<file path="config.mk">
export PLATFORM = sky130hd
export DESIGN_NAME = present_manager_flat
export DESIGN_NICKNAME = d
export VERILOG_FILES = /design/src/rtl/present_manager_if.sv /design/src/rtl/present_manager.sv /design/src/flat_wrapper.sv
export SDC_FILE = /design/constraint.sdc
export NUM_CORES = 1
export LEC_CHECK = 0
export BUFFER_PORTS_ARGS = -buffer_cell sky130_fd_sc_hd__buf_2
export CORE_MARGIN = 4
export CORE_UTILIZATION = 40
export CTS_CLUSTER_DIAMETER = 50
export DETAILED_ROUTE_END_ITERATION = 8
export PLACE_DENSITY_LB_ADDON = 0.08
export SLEW_MARGIN = 20
export SYNTH_ARGS = -nofsm -noshare
export SYNTH_HDL_FRONTEND = slang
export SYNTH_SLANG_ARGS = --single-unit
</file>
<file path="constraint.sdc">
create_clock -name clk -period 2.7 [get_ports clk]
set_clock_uncertainty 0.15 [all_clocks]
set_input_delay 0.135 -clock clk [delete_from_list [all_inputs] [get_ports clk]]
set_output_delay 0.135 -clock clk [all_outputs]
set_load 0.02 [all_outputs]
</file>
<file path="src/rtl/present_manager_if.sv">
// Signal bundle between the game state machine (master) and present_manager (slave).
interface present_manager_if;
  logic        startOfFrame;
  logic        secClk;
  logic        playmodeEnable;
  logic        presentDrop;
  logic [10:0] dropX;
  logic [10:0] dropY;
  logic        col_present;
  logic        presentChance;
  logic [1:0]  presentType;
  logic [10:0] presentX;
  logic [10:0] presentY;
  logic        presentActive;
  logic        presentVisible;

  modport master (
    output startOfFrame, secClk, playmodeEnable, presentDrop, dropX, dropY, col_present,
    input  presentChance, presentType, presentX, presentY, presentActive, presentVisible
  );

  modport slave (
    input  startOfFrame, secClk, playmodeEnable, presentDrop, dropX, dropY, col_present,
    output presentChance, presentType, presentX, presentY, presentActive, presentVisible
  );
endinterface

</file>
<file path="src/rtl/present_manager.sv">
// Single on-screen present slot: random drop decision, spawn, fall, floor lifetime with blink.
//
// state    | meaning
// IDLE     | slot empty, waiting for a drop request
// FALLING  | present visible, moving down each frame
// LANDED   | on the floor, steady, counting seconds
// BLINKING | on the floor, final seconds, visibility toggling
module present_manager #(
  parameter logic [15:0] LFSR_SEED      = 16'hACE1,
  parameter int          CHANCE_NUM     = 6,
  parameter int          FALL_SPEED     = 2,
  parameter int          FLOOR_Y        = 440,
  parameter int          X_MAX          = 639,
  parameter int          PRESENT_WIDTH  = 32,
  parameter int          PRESENT_HEIGHT = 32,
  parameter int          LIFETIME       = 6,
  parameter int          BLINK_TIME     = 2,
  parameter int          BLINK_FRAMES   = 8
) (
  input  logic             clk,
  input  logic             resetN,
  present_manager_if.slave bus
);

  typedef enum logic [1:0] {IDLE, FALLING, LANDED, BLINKING} state_t;

  localparam int SEC_W   = $clog2(LIFETIME + 1);
  localparam int FRAME_W = $clog2(BLINK_FRAMES + 1);

  localparam logic [10:0]        X_LIM    = 11'(X_MAX - PRESENT_WIDTH);
  localparam logic [10:0]        Y_LIM    = 11'(FLOOR_Y - PRESENT_HEIGHT);
  localparam logic [SEC_W-1:0]   LAND_TC  = SEC_W'(LIFETIME - BLINK_TIME - 1);
  localparam logic [SEC_W-1:0]   BLINK_TC = SEC_W'(BLINK_TIME - 1);
  localparam logic [FRAME_W-1:0] FRAME_TC = FRAME_W'(BLINK_FRAMES - 1);

  state_t               state, state_nxt;
  logic [15:0]          lfsr;
  logic                 chance_q;
  logic [SEC_W-1:0]     sec_cnt, sec_cnt_nxt;
  logic [FRAME_W-1:0]   frame_cnt, frame_cnt_nxt;
  logic [1:0]           type_q, type_nxt;
  logic [10:0]          x_q, x_nxt;
  logic [10:0]          y_q, y_nxt;
  logic                 blink_q, blink_nxt;
  logic [11:0]          y_step;

  // One bit wider than presentY so a near-floor step cannot wrap past the compare.
  assign y_step = {1'b0, y_q} + 12'(FALL_SPEED);

  always_ff @(posedge clk or negedge resetN) begin
    if (!resetN) begin
      lfsr     <= LFSR_SEED;
      chance_q <= 1'b0;
    end else begin
      lfsr     <= {1'b0, lfsr[15:1]} ^ (lfsr[0] ? 16'hB400 : 16'h0000);
      chance_q <= (lfsr[3:0] < 4'(CHANCE_NUM));
    end
  end

  always_ff @(posedge clk or negedge resetN) begin
    if (!resetN) begin
      state     <= IDLE;
      sec_cnt   <= '0;
      frame_cnt <= '0;
      type_q    <= '0;
      x_q       <= '0;
      y_q       <= '0;
      blink_q   <= 1'b0;
    end else begin
      state     <= state_nxt;
      sec_cnt   <= sec_cnt_nxt;
      frame_cnt <= frame_cnt_nxt;
      type_q    <= type_nxt;
      x_q       <= x_nxt;
      y_q       <= y_nxt;
      blink_q   <= blink_nxt;
    end
  end

  always_comb begin
    state_nxt     = state;
    sec_cnt_nxt   = sec_cnt;
    frame_cnt_nxt = frame_cnt;
    type_nxt      = type_q;
    x_nxt         = x_q;
    y_nxt         = y_q;
    blink_nxt     = blink_q;

    if (!bus.playmodeEnable) begin
      state_nxt = IDLE;
    end else if (bus.col_present && (state != IDLE)) begin
      state_nxt = IDLE;
    end else begin
      case (state)
        IDLE: begin
          if (bus.presentDrop) begin
            state_nxt = FALLING;
            type_nxt  = lfsr[5:4];
            x_nxt     = (bus.dropX > X_LIM) ? X_LIM : bus.dropX;
            y_nxt     = (bus.dropY > Y_LIM) ? Y_LIM : bus.dropY;
          end
        end
        FALLING: begin
          if (bus.startOfFrame) begin
            if (y_step >= {1'b0, Y_LIM}) begin
              y_nxt       = Y_LIM;
              sec_cnt_nxt = '0;
              state_nxt   = LANDED;
            end else begin
              y_nxt = y_step[10:0];
            end
          end
        end
        LANDED: begin
          if (bus.secClk) begin
            if (sec_cnt == LAND_TC) begin
              sec_cnt_nxt   = '0;
              frame_cnt_nxt = '0;
              blink_nxt     = 1'b1;
              state_nxt     = BLINKING;
            end else begin
              sec_cnt_nxt = sec_cnt + 1'b1;
            end
          end
        end
        BLINKING: begin
          if (bus.startOfFrame) begin
            if (frame_cnt == FRAME_TC) begin
              frame_cnt_nxt = '0;
              blink_nxt     = ~blink_q;
            end else begin
              frame_cnt_nxt = frame_cnt + 1'b1;
            end
          end
          if (bus.secClk) begin
            if (sec_cnt == BLINK_TC) state_nxt = IDLE;
            else                     sec_cnt_nxt = sec_cnt + 1'b1;
          end
        end
        default: state_nxt = IDLE;
      endcase
    end
  end

  assign bus.presentChance  = chance_q;
  assign bus.presentType    = type_q;
  assign bus.presentX       = x_q;
  assign bus.presentY       = y_q;
  assign bus.presentActive  = (state != IDLE);
  assign bus.presentVisible = (state == FALLING) || (state == LANDED) ||
                              ((state == BLINKING) && blink_q);

endmodule

</file>
<file path="src/flat_wrapper.sv">
// flat-port wrapper written by rule: the top's interface ports become plain ports
module present_manager_flat 
#(
  parameter logic [15:0] LFSR_SEED      = 16'hACE1,
  parameter int          CHANCE_NUM     = 6,
  parameter int          FALL_SPEED     = 2,
  parameter int          FLOOR_Y        = 440,
  parameter int          X_MAX          = 639,
  parameter int          PRESENT_WIDTH  = 32,
  parameter int          PRESENT_HEIGHT = 32,
  parameter int          LIFETIME       = 6,
  parameter int          BLINK_TIME     = 2,
  parameter int          BLINK_FRAMES   = 8
)
  (clk, resetN, bus_startOfFrame, bus_secClk, bus_playmodeEnable, bus_presentDrop, bus_dropX, bus_dropY, bus_col_present, bus_presentChance, bus_presentType, bus_presentX, bus_presentY, bus_presentActive, bus_presentVisible);
  present_manager_if bus_i ();
  input  logic clk;
  input  logic resetN;
  input wire logic [$bits(bus_i.startOfFrame)-1:0] bus_startOfFrame;
  input wire logic [$bits(bus_i.secClk)-1:0] bus_secClk;
  input wire logic [$bits(bus_i.playmodeEnable)-1:0] bus_playmodeEnable;
  input wire logic [$bits(bus_i.presentDrop)-1:0] bus_presentDrop;
  input wire logic [$bits(bus_i.dropX)-1:0] bus_dropX;
  input wire logic [$bits(bus_i.dropY)-1:0] bus_dropY;
  input wire logic [$bits(bus_i.col_present)-1:0] bus_col_present;
  output wire logic [$bits(bus_i.presentChance)-1:0] bus_presentChance;
  output wire logic [$bits(bus_i.presentType)-1:0] bus_presentType;
  output wire logic [$bits(bus_i.presentX)-1:0] bus_presentX;
  output wire logic [$bits(bus_i.presentY)-1:0] bus_presentY;
  output wire logic [$bits(bus_i.presentActive)-1:0] bus_presentActive;
  output wire logic [$bits(bus_i.presentVisible)-1:0] bus_presentVisible;
  assign bus_i.startOfFrame = bus_startOfFrame;
  assign bus_i.secClk = bus_secClk;
  assign bus_i.playmodeEnable = bus_playmodeEnable;
  assign bus_i.presentDrop = bus_presentDrop;
  assign bus_i.dropX = bus_dropX;
  assign bus_i.dropY = bus_dropY;
  assign bus_i.col_present = bus_col_present;
  assign bus_presentChance = bus_i.presentChance;
  assign bus_presentType = bus_i.presentType;
  assign bus_presentX = bus_i.presentX;
  assign bus_presentY = bus_i.presentY;
  assign bus_presentActive = bus_i.presentActive;
  assign bus_presentVisible = bus_i.presentVisible;
  present_manager #(.LFSR_SEED(LFSR_SEED), .CHANCE_NUM(CHANCE_NUM), .FALL_SPEED(FALL_SPEED), .FLOOR_Y(FLOOR_Y), .X_MAX(X_MAX), .PRESENT_WIDTH(PRESENT_WIDTH), .PRESENT_HEIGHT(PRESENT_HEIGHT), .LIFETIME(LIFETIME), .BLINK_TIME(BLINK_TIME), .BLINK_FRAMES(BLINK_FRAMES)) u_core (.clk(clk), .resetN(resetN), .bus(bus_i));
endmodule
</file>
## Word level (Yosys, flattened, before mapping)

Index checks and enable logic that the tools add are counted.

| word-level totals | value |
|---|---|
| register bits | 51 |
| input bits | 29 |

| operators by class | value |
|---|---|
| bitwise operators | 3 |
| order comparisons | 4 |
| reductions and logical operators | 15 |
| equal/unequal tests | 22 |
| mux-type cells | 34 |
| add/sub/neg operators | 3 |

Operator list:

| cell | count |
|---|---|
| $mux 11 | 5 |
| $pmux 11 s2 | 1 |
| $mux 2 | 9 |
| $mux 3 | 6 |
| $mux 16 | 1 |
| $mux 4 | 4 |
| $ne 4x3->1 const B | 4 |
| $xor 15x16->16 | 1 |
| $reduce_and 7->1 | 2 |
| $add 11x2->12 const B | 1 |
| $ge 12x9->1 const B | 1 |
| $ne 2x2->1 const B | 6 |
| $ne 4x2->1 const B | 3 |
| $gt 11x10->1 const B | 1 |
| $gt 11x9->1 const B | 1 |
| $pmux 3 s3 | 1 |
| $pmux 2 s4 | 1 |
| $pmux 4 s2 | 1 |
| $reduce_and 8->1 | 1 |
| $ne 2x1->1 const B | 3 |
| $reduce_and 6->1 | 1 |
| $reduce_bool 2->1 | 3 |
| $reduce_and 5->1 | 1 |
| $add 4x1->4 const B | 1 |
| 15 further kinds | 22 |

## Depth between registers and ports, before layout

| depth | value |
|---|---|
| depth after elaboration | 7 |
| gate-level depth with buffers | 10 |
| depth with buffers taken out | 8 |

## Worst setup path before layout

No wires, ideal clock.

| path | value |
|---|---|
| kind | register -> register |
| start point | register u_core.y_q[1], in the netlist u_core.bus.presentY[1] |
| end point | register u_core.y_q[2], in the netlist u_core.bus.presentY[2] |
| data required time | 2.423 ns |
| stages on the path, launching flop included | 11 |
| data arrival time | 2.160 ns |
| setup time | 0.127 ns |
| setup slack | 0.263 ns |
| clock period less this slack | 2.437 ns |
| cells stage by stage | dfrtp_1 ha_1 and4_1 buf_6 nor2_2 a31oi_1 o311a_1 buf_6 buf_6 a221oi_1 nor2_1 |

| on the way | value |
|---|---|
| longest elaborated chain between the ends | 5 |

Ends and longest elaborated chain:

| element | line | source |
|---|---|---|
| start: declaration | present_manager.sv:43 | `logic [10:0] y_q, y_nxt;` |
| start signal: assignment | present_manager.sv:75 | `y_q <= y_nxt;` |
| $add 11x2->12 (*) | present_manager.sv:48 | `assign y_step = {1'b0, y_q} + 12'(FALL_SPEED);` |
| $ge 12x9->1 | present_manager.sv:105 | `if (y_step >= {1'b0, Y_LIM}) begin` |
| $mux 11 (*) | present_manager.sv:105 |  |
| $mux 11 (*) | present_manager.sv:104 | `if (bus.startOfFrame) begin` |
| $pmux 11 s2 (*) | present_manager.sv:94 | `case (state)` |

Mark *: on every way between the ends. The rest lies on a longest branch, timed or not. The select of a mux whose other input is x is not followed.
A chain may end at the register's enable or synchronous reset.

## Worst setup path after layout

| path | value |
|---|---|
| start point | register u_core.y_q[1], in the netlist u_core.bus.presentY[1] |
| end point | register u_core.y_q[3], in the netlist u_core.bus.presentY[3] |

Same word-level chain as after synthesis.

==> impl_metrics.json <==
{
  "status": "finished clean",
  "postCtsSetupBuffers": 0,
  "cp_num_buf_inv": 1,
  "internal_power_uw": 1580,
  "drt_iter0_markers": 60,
  "min_period_over_period_pct": 91.2,
  "cts_tree": "built",
  "yosysWarnings": 0,
  "rows": 28,
  "multi_input_area_um2": 1100,
  "grt_usage_pct": 15.2,
  "min_period_ns": 2.46,
  "start_util_pct": 41.9,
  "cts_sinks": 51,
  "grt_first_pass_wirelength_um": 9170,
  "clockBufferDepth": 2,
  "grt_pass1_vias": 1939,
  "leakagePower_uw": 0.00152,
  "synth_async_sr_flop_share_pct": 100,
  "power_frac_comb_pct": 43.6,
  "nets": 368,
  "critPathKind": "register to register",
  "yosysUniqueCellTypes": 48,
  "syn_nets": 292,
  "cts.clk_slew.worst_paths_ns": 0.10,
  "synth_cells": 252,
  "gp_congestion": 0.788,
  "cpPeakStageDelay_ns": 0.44,
  "die_x_um": 87.2,
  "ant_nets": 0,
  "vdd_drop_max_mv": 0.505,
  "path_cells": "ha_2 -> and4_1 -> nand4_1 -> a21oi_2 -> o311a_1 -> buf_4 -> a21oi_1 -> o22a_1",
  "ys.flop_type": "dfrtp_1",
  "cp.required_ns": 2.74,
  "p_total_uw": 2740,
  "drive_gt1_share_pct": 26.4,
  "portBuffers": 55,
  "drc": 0,
  "cts.htree.levels": 2,
  "coreArea_um2": 5990,
  "arrival_ns": 2.51,
  "seqPwrFrac_pct": 40.3,
  "syn_avg_cell_area_um2": 9.95,
  "grt_overflow": 0,
  "die_y_um": 87.2,
  "cp_max_fo": 12,
  "synth_seq_area_share_pct": 51.3,
  "relSlewSlack_pct": 61.1,
  "timing.hold.ws_ns": 0.0171,
  "switching_power_uw": 1160,
  "mostFrequentLayoutCells": "buf_2 (55), dfrtp_1 (43), nand2_1 (31)",
  "cpMaxStageDelayCell": "dfrtp_1",
  "cp-end-kind": "register",
  "worst_slew_pin_slew_ns": 0.584,
  "numCtsBuffers": 5,
  "fin_setup_tns_ns": 0,
  "dp_hpwl_um": 4030,
  "io_pins": 56,
  "maxCapViolations": 0,
  "ys_ff_latch": 51,
  "stdcell_area_um2": 3130,
  "startpoint_type": "register",
  "num_vias": 2112,
  "final_max_slew_viol_count": 0,
  "powerDensity_nw_per_um2": 874,
  "antenna_found_initial": 0,
  "fin_util_pct": 52.2,
  "synth_edf_count": 0,
  "max_freq_ghz": 0.406,
  "antenna_cells": 0,
  "rsz0062_at_grt": "no",
  "syn-cell-area_um2": 2510,
  "placed_cell_area_um2": 2860,
  "post_drt_wl_per_cell_um": 13.9,
  "root_buffer": "clkbuf_8",
  "wl_um": 5620,
  "hp-class": "input pin to register",
  "power.share.switching_pct": 42.3,
  "vias_per_cell": 5.23,
  "timing.final.hold_violations": 0,
  "final_common_cell": "buf_2",
  "dieArea_um2": 7600,
  "dr.pass1.iters": 4,
  "cpLargestDelayFamily": "compound AO/OA/AOI/OAI gates",
  "clockPowerShare_pct": 16.1,
  "clk-insertion-delay-late_ns": 0.30,
  "syn2layout_area_growth_pct": 24.7,
  "grt_max_degree": 28,
  "fill_cells": 590,
  "regArea_um2": 1290,
  "setup_viol_count_final": 0
}
==> synthesized netlist by cell type (all sizes together) (2+ instances only) <==
| master | number | area [um2] |
|---|---|---|
| inv | 13 | 48.8 |
| a2111oi | 2 | 23.8 |
| a32oi | 3 | 26.3 |
| a31o | 2 | 17.5 |
| nand4 | 5 | 31.3 |
| nor3 | 4 | 25.0 |
| buf | 7 | 60.1 |
| a221oi | 2 | 17.5 |
| or3 | 2 | 12.5 |
| a21oi | 11 | 58.8 |
| o21ai | 24 | 120 |
| and3 | 3 | 18.8 |
| a31oi | 3 | 18.8 |
| and2 | 4 | 25.0 |
| a21o | 4 | 30.0 |
| dfrtp | 43 | 1080 |
| nand2b | 2 | 12.5 |
| o22a | 2 | 17.5 |
| mux2 | 2 | 22.5 |
| nand2 | 31 | 116 |
| ha | 11 | 138 |
| nor2b | 2 | 12.5 |
| nor2 | 23 | 88.8 |
| o31ai | 2 | 15.0 |
| xor2 | 4 | 35.0 |
| dfstp | 8 | 210 |
| mux2i | 3 | 30.0 |
| nand3 | 10 | 50.1 |
| clkbuf | 5 | 18.8 |
| o41ai | 3 | 26.3 |
==> per-stage QoR <==
stage	cells	worst slack (ns)
5_1_grt	404	0.0450
3_3_place_gp	378	0.236
6_report	404	0.238
2_1_floorplan	252	0.263
3_5_place_dp	378	0.190
4_1_cts	404	0.164
==> worst paths after layout <==
path	depth (start not counted)	from	to	slack, ns
worst max-delay path	8	u_core.bus.presentY[1]	u_core.bus.presentY[3]	0.24
worst min-delay path	3	bus_dropY[5]	u_core.bus.presentY[5]	0.02
worst max register to register	8	u_core.bus.presentY[1]	u_core.bus.presentY[3]	0.24
worst min register to register	0	u_core.lfsr[9]	u_core.lfsr[8]	0.21
max in group asynchronous	3	resetN	u_core.lfsr[10]	1.38
min in group asynchronous	2	resetN	u_core.frame_cnt[2]	0.21
==> final cells by class <==
| type | instances | area share (%) |
|---|---|---|
| tap | 75 | 3.00 |
| timing repair buffer | 81 | 16.5 |
| clock buffer | 6 | 2.32 |
| sequential | 51 | 41.1 |
| multi-input combinational | 176 | 35.1 |
| clock inverter | 2 | 0.440 |
| inverter | 13 | 1.56 |
==> logic make-up after synthesis <==
logic type,share of synthesized area (%)
AND/OR/NAND/NOR,16.7
AO/OA/AOI/OAI,18.0
flip-flops,51.3
buffers and inverters,5.09
adder cells (fa/ha/maj),5.49
multiplexers,2.09
XOR/XNOR,1.40
==> what timing repair did <==
action | 4_1_cts | 5_1_grt
hold endpoints to repair | 37 | 0
hold buffers | 18 | 0
setup endpoints to repair | 0 | 4
resized for setup | 0 | 1
==> state kept, by name, summed over array words and instances (netlist names) <==
name	cells
u_core.bus.presentY	11
u_core.bus.presentType	2
u_core.bus.presentChance	1
u_core.frame_cnt	4
u_core.lfsr	16
u_core.state	2
u_core.bus.presentX	11
u_core.sec_cnt	3
u_core.blink_q	1
==> worst register-to-register path, stage by stage (launching register included) <==
cell	delay, ns
dfrtp_1	0.44
ha_2	0.28
and4_1	0.36
nand4_1	0.14
a21oi_2	0.16
o311a_1	0.30
buf_4	0.23
a21oi_1	0.08
o22a_1	0.22
==> power groups by stage <==
stage          combinational, uW  clock, uW  sequential, uW
3_3_place_gp                1170          0            1110
6_report                    1190        440            1100
3_5_place_dp                1180          0            1110
2_1_floorplan                727          0            1220
5_1_grt                     1330        496            1130
4_1_cts                     1210        464            1100
==> per-layer routing <==
metal	vias to the layer above	part of all wire (%)	track usage (%)	routed length (um)
met5	-	0	0	0
met4	0	0.52	3.35	29
met3	2	5.8	3.60	325
met2	59	46	24.2	2600
met1	1012	47	21.1	2670
li1	1039	-	-	-
Power figures use the tool's default switching activity.
